===== src/rtl/down_counter_cout.sv =====
// Loadable down-counter/timer with START/DONE handshake; decrement built as O + ~1 + 1 so COUT is the carry-out.
// Define DOWN_COUNTER_AUTORELOAD_EN to reload the captured period at terminal count instead of stopping.
module down_counter_cout #(
  parameter int WIDTH = 8
) (
  input  logic             CLK,
  input  logic             RESETN,
  input  logic             START,
  input  logic [WIDTH-1:0] I,
  input  logic             EN,
  input  logic             ABORT,
  input  logic             ACK,
  output logic [WIDTH-1:0] O,
  output logic             COUT,
  output logic             BUSY,
  output logic             DONE
);

  typedef enum logic [1:0] {S_IDLE, S_RUN, S_DONE} state_t;

  localparam logic [WIDTH-1:0] ONE = WIDTH'(1);

  state_t           state, state_nxt;
  logic [WIDTH-1:0] o_nxt;
  logic [WIDTH-1:0] dec;
  logic [WIDTH:0]   sum;
  logic             busy_nxt, done_nxt, reload;
`ifdef DOWN_COUNTER_AUTORELOAD_EN
  logic [WIDTH-1:0] period, period_nxt;
`endif

  // Carry-out is 1 (no borrow) for every O except 0.
  assign sum  = {1'b0, O} + {1'b0, ~ONE} + (WIDTH+1)'(1);
  assign dec  = sum[WIDTH-1:0];
  assign COUT = sum[WIDTH];

  always_ff @(posedge CLK) begin
    if (!RESETN) begin
      state <= S_IDLE;
      O     <= '0;
      BUSY  <= 1'b0;
      DONE  <= 1'b0;
`ifdef DOWN_COUNTER_AUTORELOAD_EN
      period <= '0;
`endif
    end else begin
      state <= state_nxt;
      O     <= o_nxt;
      BUSY  <= busy_nxt;
      DONE  <= done_nxt;
`ifdef DOWN_COUNTER_AUTORELOAD_EN
      period <= period_nxt;
`endif
    end
  end

  // Priority: ABORT > START > EN > ACK.
  always_comb begin
    state_nxt = state;
    o_nxt     = O;
    reload    = 1'b0;
`ifdef DOWN_COUNTER_AUTORELOAD_EN
    period_nxt = period;
`endif
    if (ABORT) begin
      state_nxt = S_IDLE;
      o_nxt     = '0;
    end else begin
      case (state)
        S_IDLE: begin
          if (START) begin
            if (I != '0) begin
              state_nxt = S_RUN;
              o_nxt     = I;
`ifdef DOWN_COUNTER_AUTORELOAD_EN
              period_nxt = I;
`endif
            end else begin
              state_nxt = S_DONE;
              o_nxt     = '0;
            end
          end
        end
        S_RUN: begin
          if (EN) begin
            if (O == ONE) begin
`ifdef DOWN_COUNTER_AUTORELOAD_EN
              o_nxt  = period;
              reload = 1'b1;
`else
              state_nxt = S_DONE;
              o_nxt     = '0;
`endif
            end else begin
              o_nxt = dec;
            end
          end
        end
        S_DONE: begin
          if (ACK) state_nxt = S_IDLE;
        end
        default: begin
          state_nxt = S_IDLE;
          o_nxt     = '0;
        end
      endcase
    end
  end

  always_comb begin
    busy_nxt = (state_nxt == S_RUN);
    done_nxt = (state_nxt == S_DONE) || reload;
  end

endmodule

===== config.mk =====
export PLATFORM = sky130hd
export DESIGN_NAME = down_counter_cout
export DESIGN_NICKNAME = d
export VERILOG_FILES = /design/src/rtl/down_counter_cout.sv
export SDC_FILE = /design/constraint.sdc
export NUM_CORES = 1
export LEC_CHECK = 0
export CAP_MARGIN = 10
export CORE_ASPECT_RATIO = 0.7
export CORE_MARGIN = 2
export CORE_UTILIZATION = 35
export DETAILED_ROUTE_END_ITERATION = 7
export SYNTH_ARGS = -nofsm -noshare
export SYNTH_HDL_FRONTEND = slang
export SYNTH_SLANG_ARGS = --single-unit

===== constraint.sdc =====
create_clock -name CLK -period 4.7 [get_ports CLK]
set_clock_uncertainty 0.15 [all_clocks]
set_input_delay 1.41 -clock CLK [delete_from_list [all_inputs] [get_ports CLK]]
set_output_delay 1.41 -clock CLK [all_outputs]
set_load 0.01 [all_outputs]

# ---- Word level (Yosys, flattened, before mapping)
# Index checks and enable logic that the tools add are counted.
dict set report word_totals {
  reg_bits 12
  out_inout_bits 11
}
dict set report classes {
  add_sub_neg 2
  eq_ne 7
  mux 12
  bitwise 2
  n_reduce_logical 4
}
# op count
set ops {}
lappend ops {{8-bit two-way mux} 4}
lappend ops {{8-bit one-hot mux with 3 select lines} 1}
lappend ops {{2-bit two-way mux} 6}
lappend ops {{8-bit by 8-bit adder with 9-bit output (second input constant)} 1}
lappend ops {{9-bit by 1-bit adder with 9-bit output (second input constant)} 1}
lappend ops {{8-bit by 1-bit equality test with 1-bit output (second input constant)} 1}
lappend ops {{8-bit nonzero test} 1}
lappend ops {{2-bit one-hot mux with 3 select lines} 1}
lappend ops {{2-bit by 1-bit equality test with 1-bit output (second input constant)} 2}
lappend ops {{2-bit equality test (second input constant)} 2}
lappend ops {{2-bit != test (second input constant)} 2}
lappend ops {{3-bit AND reduction} 1}
lappend ops {{2-bit zero test} 1}
lappend ops {{1-bit inverter} 2}
lappend ops {{2-bit OR reduction} 1}

# ---- Depth between registers and ports, before layout
dict set report logic_depth {
  ltp_word 6
  depth_mapped 6
  ltp_nobuf 6
}

# ---- Worst setup path after synthesis
# OpenSTA, ideal clock, no wires.
dict set report synth_path {
  path_type {reg-to-output}
  start {register O[0]}
  end {output COUT}
  t_arrival_ps 1139
  t_required_ps 3140
  slack_ps 2001
  stages_incl_launch_ff 5
  path_buffers 0
  cell_sequence {dfxtp_1 > inv_1 > ha_1 > nor3b_1 > nand2_1}
}
dict set report synth_between {
  elab_chain_cells 2
}
# element line
set synth_rtl {}
lappend synth_rtl {{start, declared} 13} ;# output logic [WIDTH-1:0] O,
lappend synth_rtl {{start signal, assigned} 48} ;# O <= o_nxt;
lappend synth_rtl {{8-bit by 8-bit adder with 9-bit output} 33} ;# assign sum = {1'b0, O} + {1'b0, ~ONE} + (WIDTH+1)'(1);
lappend synth_rtl {{9-bit by 1-bit adder with 9-bit output} 33}
lappend synth_rtl {{end, declared} 14} ;# output logic COUT,
# Every way passes these cells.

# ---- Final worst setup path
# Ends and elaborated chain as after synthesis.

==> impl_metrics.toml <==
[run_status]
status = "completed"

[placed_design]
placed_area_sq_um = 1050
gp_congestion = 0.857
io_buffers = 24
dp_cells = 147
dp_hpwl_mm = 1.63
place_ws_ns = 1.43

[finish]
drive_gt1_share_pct = 10.1
final_area_sq_um = 1090
area_growth_pct = 36.6
finalNonFillerCells = 151
nets = 136
antenna_cells = 0

[job]
cap_violations = 0

[floorplanning]
die_h_um = 43.9
start_util_pct = 37.0
coreArea_sq_um = 2150
design.die.area_sq_um = 2680
io_pins = 25
rows = 14
die_w_um = 61.0

[worst_hold_path]
hp-class = "reg2reg"
hp-start = "O[1]"
hold-path-cell-count = 2
holdPathEnd = "O[1]"

[sta]
tightestPinTransition_ns = 0.620
slew-limit-headroom_pct = 58.6
finalSetupViolations = 0
period_minus_slack_ns = 3.57
max_freq_mhz = 280
rsz0062_at_grt = "no"
drv_slew = 0
fin_crit_sh_pct = 76.1
setup_tns_ns = 0
hold_viol = 0
setup_slack_ns = 1.13

[synthesis]
avgSynthCellArea_sq_um = 8.39
ys_seq_elements = 12
syn_inst = 95
syn-num-nets = 111
ys_seq_area_share_pct = 30.1
syn-cell-area_sq_um = 797
yosys_warnings = 0
yosysUniqueCellTypes = 36

[global_route]
antenna_found_initial = 0
grt_max_degree = 19
grt_usage_pct = 17.3
grt-ovfl-total = 0
grt_pass1_wl_mm = 3.39
grt_pass1_vias = 772

[clock_tree]
clkLatencyLatePin_ns = 0.28
cts_resized = 0
cts_tree = "done"
cts_htree_levels = 1
cts_root_buf = "clkbuf_4"
cts.sink_count = 12
path_clk_slew_ns = 0.07
post_cts_buffers = 0
cts_buffers = 3
clockBufferDepth = 2
ctsHoldBuffers = 0

[pwr]
p_leak_nw = 0.362
power_density_nw_per_um2 = 247
vdd_drop_max_v = 0.000114

[setup_path]
r2r-start = "state[0]"
cp.required_ns = 3.14
cp_max_fo = 6
path_class = "reg2out"
r2r_cells = 4
r2r_slack_ns = 2.68
cpPeakStageDelay_ns = 0.50
crit_buf_inv = 2
cp_slowest_cell = "clkdlybuf4s50_1"
path_cells = "inv_1, ha_1, nor3b_1, nand2_1, clkdlybuf4s50_1"
cp-start-kind = "flop"
r2r-end = "O[6]"
arrival_ns = 2.01
crit_family = "buffers and inverters"
endpoint_kind = "output port"

[detailed_routing]
via_per_inst = 5.56
drtIter0Drc = 27
dr.pass1.iters = 4
drc = 0
finalWirelength_mm = 2.13
routedWlPerCell_um = 14.1
antenna_left = 0
vias = 839
==> cell usage after synthesis <==
master / number / share of area [%]
ha_1: 2 / 3.1
nor4_1: 3 / 2.4
or3_2: 1 / 0.94
nor4bb_1: 2 / 2.5
o211ai_1: 2 / 1.9
buf_4: 2 / 1.9
a21oi_1: 10 / 6.3
or3b_2: 1 / 1.1
nor4_4: 1 / 2.7
nor2b_1: 3 / 2.4
a21oi_2: 1 / 1.1
nor3b_1: 1 / 0.94
o22ai_1: 3 / 2.4
and2b_2: 1 / 1.1
nand4_1: 2 / 1.6
or3_1: 1 / 0.79
a211oi_1: 2 / 1.9
a221oi_1: 1 / 1.1
dfxtp_1: 12 / 30
nor3_1: 1 / 0.63
nor3b_2: 1 / 1.6
a41oi_1: 1 / 1.1
o22ai_4: 1 / 2.5
o21ai_1: 2 / 1.3
buf_2: 2 / 1.3
nand3b_1: 3 / 2.8
inv_1: 3 / 1.4
nand4b_1: 2 / 2.2
mux2i_1: 1 / 1.3
o22a_1: 1 / 1.1
o21a_1: 1 / 0.94
nor2_1: 6 / 2.8
nand2b_1: 3 / 2.4
nand2_1: 8 / 3.8
a31oi_1: 7 / 5.5
or4_4: 1 / 1.4
==> per-layer routing <==
layer | global-route usage [%] | wire length, um
met5 | 0 | 0
met2 | 23.6 | 886
met4 | 6.09 | 29
met1 | 24.7 | 1060
met3 | 6.27 | 156
==> sequential cells by signal (all words and copies together) (netlist names) <==
| signal | cells |
|---|---|
| O | 8 |
| state | 2 |
| BUSY | 1 |
| DONE | 1 |
==> worst max path at each step <==
stage          from    to  slack (ns)  depth (start not counted)
3_5_place_dp   O[0]  COUT        1.43                          5
4_1_cts        O[0]  COUT        1.12                          5
2_1_floorplan  O[0]  COUT        2.00                          4
3_3_place_gp   O[0]  COUT        1.49                          5
6_report       O[0]  COUT        1.13                          5
5_1_grt        O[0]  COUT        1.00                          5
==> layout by cell type, fill, tap and decap left out <==
master and count:
nand2b_1 3, a31oi_1 7, mux2i_1 1, nor3b_1 1, o21ai_1 2, nor2_1 6, or3_1 1, a221oi_1 1
nand4_1 2, nor4bb_1 2, and2b_2 1, or3b_2 1, a41oi_1 1, o21a_1 1, o22ai_4 1, nor3b_2 1
o211ai_1 2, clkbuf_8 1, or3_2 1, nand3b_1 3, dfxtp_1 12, ha_1 2, inv_1 3, clkdlybuf4s50_1 24
or4_4 1, nor4_4 1, a211oi_1 2, nor2b_1 3, a21oi_1 10, nor4_1 3, o22ai_1 3, o22a_1 1
nor3_1 1, clkbuf_4 3, a21oi_2 1, nand2_1 8, nand4b_1 2
==> area by class of cell <==
cell class | count | area [sq um]
Timing Repair Buffer | 24 | 240
Inverter | 3 | 11.3
Multi-Input combinational cell | 76 | 520
Clock buffer | 4 | 36.3
Fill cell | 208 | 1070
Sequential cell | 12 | 240
Tap cell | 32 | 40.0
==> worst register-to-register path: stages (launching register included) <==
cell and delay (ns):
dfxtp_1 0.73, nand2b_1 0.35, o22ai_4 0.37, or3_1 0.23, o21ai_1 0.09
==> cell families after synthesis <==
logic type | after synthesis | synth area share (%)
AOI/OAI and AO/OA | 32 | 27.0
adders and majority gates | 2 | 3.14
buffers and inverters | 7 | 4.55
DFF | 12 | 30.1
muxes | 1 | 1.26
and+or+nand+nor | 41 | 33.9
==> through the flow <==
stage / hold WS [ns] / utilization (%) / power [mW]
2_1_floorplan: 0.370 / - / 0.154
3_3_place_gp: 0.344 / 48.8 / 0.186
3_5_place_dp: 0.387 / 48.8 / 0.185
4_1_cts: 0.402 / 50.5 / 0.270
5_1_grt: 0.440 / 50.5 / 0.282
6_report: 0.391 / 50.5 / 0.269
==> power by group <==
part | switching [mW] | leakage [nW] | internal, mW
logic | 0.0332 | 0.244 | 0.0374
registers | 0.00770 | 0.0978 | 0.106
clock network | 0.0375 | 0.0210 | 0.0471
total | 0.0784 | 0.362 | 0.190
Power figures use the tool's default switching activity.
